File: config.mk
export PLATFORM = sky130hd
export DESIGN_NAME = cdda_i2s_serializer
export DESIGN_NICKNAME = d
export VERILOG_FILES = /design/src/rtl/cdda_i2s_serializer.sv
export SDC_FILE = /design/constraint.sdc
export NUM_CORES = 1
export LEC_CHECK = 0
export CORE_UTILIZATION = 25
export CTS_BUF_LIST = sky130_fd_sc_hd__clkbuf_8
export DETAILED_ROUTE_END_ITERATION = 8
export MAX_ROUTING_LAYER = met4
export PLACE_DENSITY = 0.43
export SYNTH_ARGS = -nofsm -noshare
export SYNTH_HDL_FRONTEND = slang
export SYNTH_SLANG_ARGS = --single-unit
File: constraint.sdc
create_clock -name clk -period 3.6 [get_ports clk]
set_clock_uncertainty 0.1 [all_clocks]
set_input_delay 0.36 -clock clk [delete_from_list [all_inputs] [get_ports clk]]
set_output_delay 0.36 -clock clk [all_outputs]
set_load 0.01 [all_outputs]
File: src/rtl/cdda_i2s_serializer.sv
// cdda_i2s_serializer: left-justified stereo serializer for 16-bit CDDA sample pairs.
// Generates bck/sd/lrck from clk and pulses consume once per sample pair loaded.
module cdda_i2s_serializer #(
   parameter int unsigned CLK_FREQUENCY = 33868800,
   parameter int unsigned SAMPLE_RATE   = 44100,
   parameter int unsigned SLOT_BITS     = 16
) (
   input  logic        clk,
   input  logic        rst,
   input  logic        enabled,
   input  logic [15:0] left,
   input  logic [15:0] right,
   output logic        bck,
   output logic        sd,
   output logic        lrck,
   output logic        consume
);

   localparam int unsigned FRAME_DIV  = SAMPLE_RATE * 4 * SLOT_BITS;
   localparam int unsigned HALF_DIV   = CLK_FREQUENCY / FRAME_DIV;
   localparam int unsigned FRAME_BITS = 2 * SLOT_BITS;
   localparam int unsigned DW         = (HALF_DIV > 1) ? $clog2(HALF_DIV) : 1;
   localparam int unsigned BW         = $clog2(FRAME_BITS);

   localparam logic [DW-1:0] DIV_LAST = DW'(HALF_DIV - 1);
   localparam logic [BW-1:0] LAST_IDX = BW'(FRAME_BITS - 1);
   localparam logic [BW-1:0] SLOT_IDX = BW'(SLOT_BITS);

   if ((HALF_DIV < 1) || (HALF_DIV * FRAME_DIV != CLK_FREQUENCY)) begin : g_bad_div
      $error("cdda_i2s_serializer: CLK_FREQUENCY not an exact multiple of 4*SLOT_BITS*SAMPLE_RATE");
   end
   if ((SLOT_BITS < 16) || (SLOT_BITS > 32)) begin : g_bad_slot
      $error("cdda_i2s_serializer: SLOT_BITS must be within 16..32");
   end

   typedef enum logic {IDLE, RUN} state_t;

   state_t                  state, state_n;
   logic [DW-1:0]           div, div_n;
   logic [BW-1:0]           bitidx, bitidx_n;
   logic [FRAME_BITS-1:0]   shreg, shreg_n, load_word;
   logic                    bck_n, sd_n, lrck_n, consume_n;
   logic                    load;

   // Frame image: each sample MSB-aligned in its slot, trailing slot bits zero.
   always_comb begin
      load_word = '0;
      load_word[FRAME_BITS-1 -: 16] = left;
      load_word[SLOT_BITS-1 -: 16]  = right;
   end

   // Next-state and output logic; a load edge overrides everything else.
   always_comb begin
      state_n   = state;
      div_n     = div;
      bitidx_n  = bitidx;
      shreg_n   = shreg;
      bck_n     = bck;
      sd_n      = sd;
      lrck_n    = lrck;
      consume_n = 1'b0;
      load      = 1'b0;
      case (state)
         IDLE: begin
            div_n    = '0;
            bitidx_n = '0;
            bck_n    = 1'b0;
            sd_n     = 1'b0;
            lrck_n   = 1'b0;
            if (enabled) load = 1'b1;
         end
         RUN: begin
            if (div != DIV_LAST) begin
               div_n = div + DW'(1);
            end else begin
               div_n = '0;
               if (!bck) begin
                  bck_n = 1'b1;
               end else if (bitidx == LAST_IDX) begin
                  // Frame boundary: either chain straight into the next frame or stop cleanly.
                  if (enabled) begin
                     load = 1'b1;
                  end else begin
                     state_n  = IDLE;
                     bck_n    = 1'b0;
                     sd_n     = 1'b0;
                     lrck_n   = 1'b0;
                     bitidx_n = '0;
                     shreg_n  = '0;
                  end
               end else begin
                  bck_n    = 1'b0;
                  bitidx_n = bitidx + BW'(1);
                  shreg_n  = shreg << 1;
                  sd_n     = shreg[FRAME_BITS-2];
                  lrck_n   = (bitidx_n < SLOT_IDX);
               end
            end
         end
         default: state_n = IDLE;
      endcase
      if (load) begin
         state_n   = RUN;
         shreg_n   = load_word;
         div_n     = '0;
         bitidx_n  = '0;
         bck_n     = 1'b0;
         lrck_n    = 1'b1;
         sd_n      = left[15];
         consume_n = 1'b1;
      end
   end

   // State and output registers with asynchronous reset.
   always_ff @(posedge clk or posedge rst) begin
      if (rst) begin
         state   <= IDLE;
         div     <= '0;
         bitidx  <= '0;
         shreg   <= '0;
         bck     <= 1'b0;
         sd      <= 1'b0;
         lrck    <= 1'b0;
         consume <= 1'b0;
      end else begin
         state   <= state_n;
         div     <= div_n;
         bitidx  <= bitidx_n;
         shreg   <= shreg_n;
         bck     <= bck_n;
         sd      <= sd_n;
         lrck    <= lrck_n;
         consume <= consume_n;
      end
   end

endmodule
==> run metrics <==
result of the run=completed; post-CTS setup buffers=0; top cells by area in the synthesized netlist=sky130_fd_sc_hd__dfrtp_1 55%, sky130_fd_sc_hd__nand2_1 7.0%, sky130_fd_sc_hd__nor2_1 6.6%, sky130_fd_sc_hd__a221oi_1 6.0%, sky130_fd_sc_hd__a22oi_1 5.9%; count of nets left with antenna violations after detail routing=0; Mapped Nets=247; fraction of power spent switching nets=0.325; CTS hold repair buffers=0; final core area utilization=0.335; num rows=32; internal power=0.00108 W; largest stage delay on the critical path=0.43 ns; worst min path class=flip-flop to flip-flop; final routed DRC violation total=0; unrepaired setup endpoints after global routing=no; Core Area=0.00781 mm²; Bufs on Longest Clock Path=2; power share of the combinational group=0.267; slew at the pin closest to its max-slew limit=0.979 ns; wl on met1=2.43 mm; iteration-0 DRC count of the detailed router=83; Detailed Routing Iterations Pass 1=4; count of vias placed by the detailed router=1607; via/cell ratio=4.60; worst path required time=3.67 ns; number of buffers created by CTS=5; Max Slew Vio Count=0; ranking of synthesized cells by instance count=45 x sky130_fd_sc_hd__dfrtp_1, 38 x sky130_fd_sc_hd__nand2_1, 36 x sky130_fd_sc_hd__nor2_1, 16 x sky130_fd_sc_hd__a22oi_1, 14 x sky130_fd_sc_hd__a221oi_1; sum of net half-perimeters after detailed placement=3.14 mm; number of placed I/O pins=39; fraction of final layout cells with drive strength greater than 1=0.0688; total global-route track usage=0.128; leading cell type by number of instances after synthesis=sky130_fd_sc_hd__dfrtp_1; portion of total power attributed to sequential cells=0.550; setup tns final=0 ns; met3 wire len=161 µm; Die Area=0.00855 mm²; routability congestion estimate=0.727; clock latency at the later pin of the worst-skew pair=0.29 ns; maximum number of pins on one net before global-route repair=46; Post-CTS Resized=0; clock tree from TritonCTS=yes; maximum fanout encountered on the critical timing path=22; post-synth cell types=32; net count reported at finish=285; highest clock rate=441 MHz; data arrival at the endpoint of the critical path=2.34 ns; Final Hold Vio Count=0; register cell area after layout=0.00113 mm²; Post-Synthesis Mean Instance Area=9.84 µm²; leakage power of the design=1.16 nW; largest voltage drop on the vdd net=204 µV; area share of the largest cell type after synthesis=0.550; Syn-to-layout area delta=28.0%; Synth Warn #=0; first-pass GRT wire length=8.34 mm; clock share of power=0.183; initial cell density of the core=0.262; Die X-Extent=92.5 µm; share of async-settable or async-resettable flops after synthesis=1.00; buffer cell driving the clock tree root=sky130_fd_sc_hd__clkbuf_8; sequential share of the synthesized area=0.550; switching power total=0.000520 W; largest area contributor in the netlist=sky130_fd_sc_hd__dfrtp_1; number of H-tree levels=2; post-synthesis cell area=0.00205 mm²; die height=92.5 µm; global-route congestion overflow total=0; CP max-delay cell=sky130_fd_sc_hd__dfrtp_1; average wire per cell in the routed design=13.9 µm; total setup violations reported at the end of the flow=0; min cycle time layout=2.27 ns; Worst Path Class, Setup=flip-flop to flip-flop; antenna diode count=0; total power=0.00160 W; I/O Buffers=38; Synth Instances=208; critical-path cell list=ha_1 > and3_1 > ha_1 > nand2_1 > o21ai_2 > buf_4 > a221oi_1 > nor2_1; flip-flop and latch count after synthesis=45; initial antenna violation count=0; final worst-path cycle share=0.630; Post-synth EDFFs=0; area of the multi-input gates=843 µm²; uppermost metal layer occupied by signal nets=met4; cell with the most instances on the worst path=sky130_fd_sc_hd__ha_1; filler cell count in the final layout=829; primary flip-flop cell chosen by synthesis mapping=sky130_fd_sc_hd__dfrtp_1; maximum capacitance violations=0; clock sink count=45; met2 wire len=2.27 mm; normalized max-slew margin=0.346; Worst-path clk slew=0.08 ns; kind of end point of the critical path=flip-flop; WL final=4.86 mm; cell area power density=611 mW/mm²; startpoint type of the worst setup path=flip-flop; vias in the first global route=1619
==> layout by cell type (no fill, tap or decap), types with 2 or more instances in the layout <==
| cell type | instances |
|---|---|
| sky130_fd_sc_hd__dfrtp_1 | 45 |
| sky130_fd_sc_hd__nand2_1 | 38 |
| sky130_fd_sc_hd__clkdlybuf4s50_1 | 38 |
| sky130_fd_sc_hd__nor2_1 | 36 |
| sky130_fd_sc_hd__a22oi_1 | 16 |
| sky130_fd_sc_hd__a221oi_1 | 14 |
| sky130_fd_sc_hd__a21oi_1 | 8 |
| sky130_fd_sc_hd__inv_1 | 6 |
| sky130_fd_sc_hd__buf_4 | 6 |
| sky130_fd_sc_hd__clkbuf_8 | 5 |
| sky130_fd_sc_hd__ha_1 | 4 |
| sky130_fd_sc_hd__nand3_1 | 3 |
| sky130_fd_sc_hd__o21ai_1 | 2 |
| sky130_fd_sc_hd__mux2i_1 | 2 |
| sky130_fd_sc_hd__nor3_1 | 2 |
| sky130_fd_sc_hd__o21ai_0 | 2 |
| sky130_fd_sc_hd__xnor2_1 | 2 |
| sky130_fd_sc_hd__nor3b_1 | 2 |
==> final timing paths <==
check	start	to	slack (ns)	depth (start not counted)
setup / recovery	bitidx[0]	shreg[10]	1.33	8
hold / removal	div[0]	div[0]	0.36	1
setup reg to reg	bitidx[0]	shreg[10]	1.33	8
hold reg to reg	div[0]	div[0]	0.36	1
max in group asynchronous	rst	shreg[13]	2.27	2
min in group asynchronous	rst	shreg[30]	0.51	2
==> final cells by class <==
class                           count  area share
Clock buffer                        5      0.0263
Inverter                            4     0.00574
Multi-Input combinational cell    146       0.322
Sequential cell                    45       0.430
Tap cell                          102      0.0488
Clock inverter                      3     0.00430
Timing Repair Buffer               44       0.163
==> flip-flops by register name (all words and copies together) (netlist names) <==
signal and count:
bck 1, lrck 1, shreg 31, sd 1, consume 1, state 1, bitidx 5, div 4
==> critical path: cells and delay by family, from the launching register on <==
kind | cells | cell delay, ns
AND/OR/NAND/NOR | 3 | 0.47
flip-flops | 1 | 0.43
buffers and inverters | 1 | 0.22
AO/OA/AOI/OAI | 2 | 0.39
adder cells (fa/ha/maj) | 2 | 0.54
==> kinds of logic (layout without fill, tap and decap cells) <==
logic type               after synthesis  count (layout)  share of synthesized area
AND/OR/NAND/NOR                       90              90                      0.197
AO/OA/AOI/OAI                         48              48                      0.172
flip-flops                            45              45                      0.550
buffers and inverters                 17              56                     0.0373
adder cells (fa/ha/maj)                4               4                     0.0245
XOR/XNOR                               2               2                    0.00856
multiplexers                           2               2                    0.00979
==> metal layers <==
layer	vias up	global-route usage
li1	804	-
met1	773	0.183
met2	28	0.183
met3	2	0.0263
met4	0	0.0352
met5	-	-
==> power groups by stage <==
| stage | clock, W | sequential (W) | combinational [W] |
|---|---|---|---|
| after floorplan | 0 | 0.000859 | 0.000296 |
| after global placement | 0 | 0.000890 | 0.000428 |
| after detailed placement | 0 | 0.000890 | 0.000435 |
| after CTS | 0.000307 | 0.000882 | 0.000436 |
| after global routing | 0.000329 | 0.000909 | 0.000499 |
| final | 0.000292 | 0.000879 | 0.000427 |
==> through the flow <==
step | hold slack [ns] | std cells | worst slack (ns) | area (µm²)
4_1_cts | 0.371 | 349 | 1.30 | 2620
3_5_place_dp | 0.357 | 341 | 1.34 | 2540
5_1_grt | 0.394 | 349 | 1.09 | 2620
3_3_place_gp | 0.350 | 341 | 1.42 | 2540
6_report | 0.364 | 349 | 1.33 | 2620
2_1_floorplan | 0.331 | 208 | 1.53 | 2050
(Power assumes the default switching activity.)
